[src/rtl/oiia_pkg.sv]
// oiia_pkg: shared definitions for the multi-byte add/subtract sequencer.
//   BYTE_W     - width of one operand/result byte and of the shared adder
//   NBYTES_MAX - largest supported operand width in bytes
//   state_e    - sequencer states
package oiia_pkg;

    localparam int unsigned BYTE_W     = 8;
    localparam int unsigned NBYTES_MAX = 16;

    typedef enum logic [2:0] {
        IDLE,
        LOAD_A,
        LOAD_B,
        ADD,
        EMIT
    } state_e;

endpackage

[src/rtl/oiia_add8.sv]
// oiia_add8: purely combinational 8-bit adder with carry in/out.
//   a, b  in  operand bytes
//   cin   in  carry in
//   sum   out low 8 bits of a + b + cin
//   cout  out carry out (bit 8 of the 9-bit result)
module oiia_add8
    import oiia_pkg::*;
(
    input  logic [BYTE_W-1:0] a,
    input  logic [BYTE_W-1:0] b,
    input  logic              cin,
    output logic [BYTE_W-1:0] sum,
    output logic              cout
);

    logic [BYTE_W:0] full;

    assign full        = {1'b0, a} + {1'b0, b} + {{BYTE_W{1'b0}}, cin};
    assign {cout, sum} = full;

endmodule

[src/rtl/oiia_add_seq.sv]
// oiia_add_seq: multi-byte add/subtract sequencer around a single shared 8-bit adder.
// Operands A then B arrive LSB first on a valid/ready byte stream, are combined one byte
// per cycle with the carry held in a register, and the result leaves LSB first on a
// valid/ready byte stream.
//   clk, rst_n            clock, asynchronous active-low reset
//   clr                   synchronous abort back to IDLE (wins over any handshake)
//   in_valid/in_ready     input byte handshake; in_data is the byte, in_sub picks A-B
//   out_valid/out_ready   result byte handshake; out_data is the byte
//   out_last, out_carry   final-byte marker and final carry (1 = no borrow on subtract)
//   busy                  sequencer is not idle
module oiia_add_seq
    import oiia_pkg::*;
#(
    parameter int unsigned NBYTES = 4
) (
    input  logic              clk,
    input  logic              rst_n,
    input  logic              clr,
    input  logic              in_valid,
    output logic              in_ready,
    input  logic [BYTE_W-1:0] in_data,
    input  logic              in_sub,
    output logic              out_valid,
    input  logic              out_ready,
    output logic [BYTE_W-1:0] out_data,
    output logic              out_last,
    output logic              out_carry,
    output logic              busy
);

    localparam int unsigned IDX_W = (NBYTES > 1) ? $clog2(NBYTES) : 1;
    localparam logic [IDX_W-1:0] LAST_IDX = IDX_W'(NBYTES - 1);

    state_e                        state_q, state_d;
    logic [IDX_W-1:0]              idx_q, idx_d;
    logic                          carry_q, carry_d;
    logic                          sub_q, sub_d;
    logic [NBYTES-1:0][BYTE_W-1:0] a_q, a_d;
    logic [NBYTES-1:0][BYTE_W-1:0] b_q, b_d;

    logic [BYTE_W-1:0] add_a, add_b, add_sum;
    logic              add_cout;
    logic              at_last;
    logic              in_hs, out_hs;

    // Handshake qualifiers are decoded from state only, so no input-to-ready paths exist.
    assign in_ready  = (state_q == IDLE) || (state_q == LOAD_A) || (state_q == LOAD_B);
    assign out_valid = (state_q == EMIT);
    assign busy      = (state_q != IDLE);
    assign in_hs     = in_valid && in_ready;
    assign out_hs    = out_valid && out_ready;
    assign at_last   = (idx_q == LAST_IDX);

    // Outputs are forced to zero outside EMIT so the idle/reset values are clean.
    assign out_data  = out_valid ? a_q[idx_q] : '0;
    assign out_last  = out_valid && at_last;
    assign out_carry = out_last && carry_q;

    // Subtract is A + ~B + 1; the +1 comes from carry being seeded with sub.
    assign add_a = a_q[idx_q];
    assign add_b = sub_q ? ~b_q[idx_q] : b_q[idx_q];

    oiia_add8 u_add8 (
        .a    (add_a),
        .b    (add_b),
        .cin  (carry_q),
        .sum  (add_sum),
        .cout (add_cout)
    );

    always_comb begin
        state_d = state_q;
        idx_d   = idx_q;
        carry_d = carry_q;
        sub_d   = sub_q;
        a_d     = a_q;
        b_d     = b_q;

        if (clr) begin
            state_d = IDLE;
            idx_d   = '0;
            carry_d = 1'b0;
        end else begin
            unique case (state_q)
                IDLE: begin
                    if (in_hs) begin
                        a_d[0] = in_data;
                        sub_d  = in_sub;
                        // A single-byte operand skips straight to loading B.
                        if (NBYTES == 1) begin
                            state_d = LOAD_B;
                            idx_d   = '0;
                        end else begin
                            state_d = LOAD_A;
                            idx_d   = IDX_W'(1);
                        end
                    end
                end
                LOAD_A: begin
                    if (in_hs) begin
                        a_d[idx_q] = in_data;
                        if (at_last) begin
                            state_d = LOAD_B;
                            idx_d   = '0;
                        end else begin
                            idx_d = idx_q + IDX_W'(1);
                        end
                    end
                end
                LOAD_B: begin
                    if (in_hs) begin
                        b_d[idx_q] = in_data;
                        if (at_last) begin
                            state_d = ADD;
                            idx_d   = '0;
                            carry_d = sub_q;
                        end else begin
                            idx_d = idx_q + IDX_W'(1);
                        end
                    end
                end
                ADD: begin
                    a_d[idx_q] = add_sum;
                    carry_d    = add_cout;
                    if (at_last) begin
                        state_d = EMIT;
                        idx_d   = '0;
                    end else begin
                        idx_d = idx_q + IDX_W'(1);
                    end
                end
                EMIT: begin
                    if (out_hs) begin
                        if (at_last) begin
                            state_d = IDLE;
                            idx_d   = '0;
                        end else begin
                            idx_d = idx_q + IDX_W'(1);
                        end
                    end
                end
                default: begin
                    state_d = IDLE;
                    idx_d   = '0;
                    carry_d = 1'b0;
                end
            endcase
        end
    end

    always_ff @(posedge clk or negedge rst_n) begin
        if (!rst_n) begin
            state_q <= IDLE;
            idx_q   <= '0;
            carry_q <= 1'b0;
            sub_q   <= 1'b0;
            a_q     <= '0;
            b_q     <= '0;
        end else begin
            state_q <= state_d;
            idx_q   <= idx_d;
            carry_q <= carry_d;
            sub_q   <= sub_d;
            a_q     <= a_d;
            b_q     <= b_d;
        end
    end

endmodule

[config.mk]
export PLATFORM = sky130hd
export DESIGN_NAME = oiia_add_seq
export DESIGN_NICKNAME = d
export VERILOG_FILES = /design/src/rtl/oiia_pkg.sv /design/src/rtl/oiia_add8.sv /design/src/rtl/oiia_add_seq.sv
export SDC_FILE = /design/constraint.sdc
export NUM_CORES = 1
export LEC_CHECK = 0
export ABC_AREA = 1
export CORE_UTILIZATION = 54
export DETAILED_ROUTE_END_ITERATION = 10
export PLACE_DENSITY_LB_ADDON = 0.2
export SLEW_MARGIN = 20
export SYNTH_ARGS = -nofsm -noshare
export SYNTH_HDL_FRONTEND = slang
export SYNTH_SLANG_ARGS = --single-unit
[constraint.sdc]
create_clock -name clk -period 2.2 [get_ports clk]
set_input_delay 0.44 -clock clk [delete_from_list [all_inputs] [get_ports clk]]
set_output_delay 0.44 -clock clk [all_outputs]
set_load 0.005 [all_outputs]
==> results.cfg <==
[yosys]
synth.distinct_cells = 37
avgSynthCellArea_um2 = 7.61
synth_area_leaders = dfrtp_1 43%, nand2_1 13%, a21oi_1 7.8%
synth_edf_count = 0
ys.flop_type = dfrtp_1
synth_top_area_share = 0.426
synth_seq_cells = 71
syn_nets = 575
synthArstFlopShare = 1.00
netlist_area_um2 = 4170
ys_seq_area_frac = 0.426
syn_inst = 548
synth_largest_area_cell = dfrtp_1
yosys_warnings = 0

[critical_path]
crit_path_end_kind = register
rr_startpoint = idx_q[0]
cp_max_fo = 8
cp.required_ps = 2480
crit_start = idx_q[0]
start_kind = register
arrival_ps = 2890
crit_type = reg2reg

[die]
die_y_um = 89.9
dieWidth_um = 89.9
start_util = 0.566
rows = 31
io-pin-count = 27
placeableCoreArea_um2 = 7370
die_area_um2 = 8080

[placed_design]
portBuffers = 26
gp_congestion = 0.928
hpwl_um = 8330
place_ws_ps = -381

[layout]
drive_gt1_frac = 0.256
fillerInstances = 527
area_growth_pct = 28.8
diodes = 0
nets = 652

[sta]
finalCriticalPeriod_ps = 2610
postLayoutSetupSlackWorst_ps = -409
rsz0062_at_grt = yes
hold_violations = 0
setup_viol = 37
slew_viol_final = 0
tightestPinTransition_ps = 414
max_freq_mhz = 383
finalCritPeriodShare = 1.19
finalClockSkew_ps = 8.23
maxSlewHeadroom = 0.721

[cts]
tritoncts = yes
htreeDepth = 3
clockBufferDepth = 2
clk_pin_slew_ps = 80
postCtsHoldBufs = 0
clockRootBuffer = clkbuf_8
cts_buffers = 9
clock_latency_ps = 360
cts_num_sinks = 71

[global_route]
grt_pass1_vias = 4098
grt_max_degree = 72
antenna_found_initial = 0
grt_pass1_wl_um = 20000
grt-ovfl-total = 0
grtUsageTotal = 0.316

[drt]
first_iter_violations = 323
remaining_drc_errors = 0
via_per_inst = 5.74
drt-total-wl_um = 12500
firstDrtPassIters = 8
drtAntennaViolNets = 0
vias = 4185
routedWlPerCell_um = 17.1

[worst_hold_path]
hold_class = in2async

[flow_run]
drv_cap = 0

[run_status]
violations = setup timing
status = finished, violations left
[cells in the mapped netlist (5+ instances only)]
cell and instances:
inv_2 7, nand3_1 22, dfrtp_1 71, nand2_1 141, a21oi_1 65, nor2_4 5
ha_1 11, mux2_2 6, nor2_1 34, o21ai_0 56, o21ai_1 8, o211ai_1 5
xor2_1 9, clkbuf_1 10, inv_1 62
[cells by family (layout without fill, tap and decap cells)]
kind of cell	Yosys count	in the layout	synth area share
buffers and inverters	88	170	0.0831
adders and majority gates	13	13	0.0426
muxes	6	6	0.0162
and+or+nand+nor	215	215	0.224
xor gates and xnor gates	10	10	0.0210
DFF	71	71	0.426
AOI/OAI and AO/OA	145	145	0.187
[worst max-delay path: stages, from the launching register on]
cell and delay [ps]:
dfrtp_2 480, buf_6 150, a21oi_4 110, o21ai_1 80, nand2_1 100, xor2_2 180
fa_2 220, inv_2 50, fa_2 360, nand2_2 90, nand2_2 80, nand3b_1 150
nand2_1 90, nand2_2 80, nand3_1 60, nand2_1 70, nand2_1 50, a21boi_1 150
[flip-flops by register name (all words and copies together) (netlist names)]
name / cells
sub_q: 1
carry_q: 1
a_q: 32
b_q: 32
idx_q: 2
state_q: 3
[placed cells by master (no fill, tap or decap), types with 2 or more instances in the layout]
cell type,n
o21ai_2,5
dfrtp_2,2
a21oi_4,2
buf_6,8
o21ai_1,24
clkdlybuf4s50_1,15
o211ai_1,5
mux2_2,6
a21oi_1,52
ha_4,2
clkbuf_2,2
xor2_1,4
o21ai_0,36
nor2_4,5
inv_1,59
buf_4,48
nor3_2,3
dfrtp_1,69
clkinvlp_4,2
bufinv_16,2
nand4_2,2
clkdlybuf4s15_2,2
xor2_2,5
nand2_1,132
dlygate4sd2_1,2
nor2_1,31
fa_2,2
inv_2,9
nand2_2,8
nand3_1,18
nand3_2,4
ha_1,8
clkbuf_8,9
a21oi_2,12
nor2_2,7
a31oi_1,2
buf_2,3
[layer usage]
metal | part of all wire | wire (um) | GRT usage | vias up
met3 | 0.068 | 847 | 0.0745 | 49
met5 | 0 | 0 | 0 | -
met2 | 0.50 | 6170 | 0.542 | 204
met4 | 0.037 | 467 | 0.117 | 0
li1 | - | - | - | 1934
met1 | 0.40 | 4980 | 0.388 | 1998
[repair_timing]
item / in CTS / in global routing
resized for setup: 51 / 49
buffers inserted: 8 / 3
setup endpoints to repair: 40 / 44
endpoints found under the hold margin: 0 / 0
pin swaps: 16 / 18
gates cloned: 1 / 0
[area by class of cell]
type                    instances  area (um^2)  area share
multi-input cells             389         2270       0.422
flip-flops and latches         71         1780       0.331
repair buffers                 83          708       0.132
inverters                      71          270      0.0503
clock buffers                  10          128      0.0238
well taps                      99          124      0.0231
clock inverters                 6         92.6      0.0172
[final timing paths]
path / end / slack [ps] / cells past startpoint
max in group asynchronous: idx_q[0] / 1780 / 2
hold reg to reg: a_q[26] / 490 / 2
min in group clk: a_q[26] / 490 / 2
hold / removal: b_q[1] / 110 / 2
setup reg to reg: a_q[6] / -410 / 17
setup / recovery: a_q[6] / -410 / 17
[metrics by stage]
step,util,hold slack [ps],cell area (um^2),cells,setup TNS (ps)
2_1_floorplan,-,144,4230,548,-589
3_3_place_gp,0.656,460,4830,701,-4810
3_5_place_dp,0.656,465,4830,701,-7450
4_1_cts,0.705,125,5190,726,-6770
5_1_grt,0.729,126,5370,729,-13050
6_report,0.729,106,5370,729,-9280
Power is left out: the tool's default activity adds up to more than one toggle a clock period on the data nets, which glitch-free logic cannot reach.
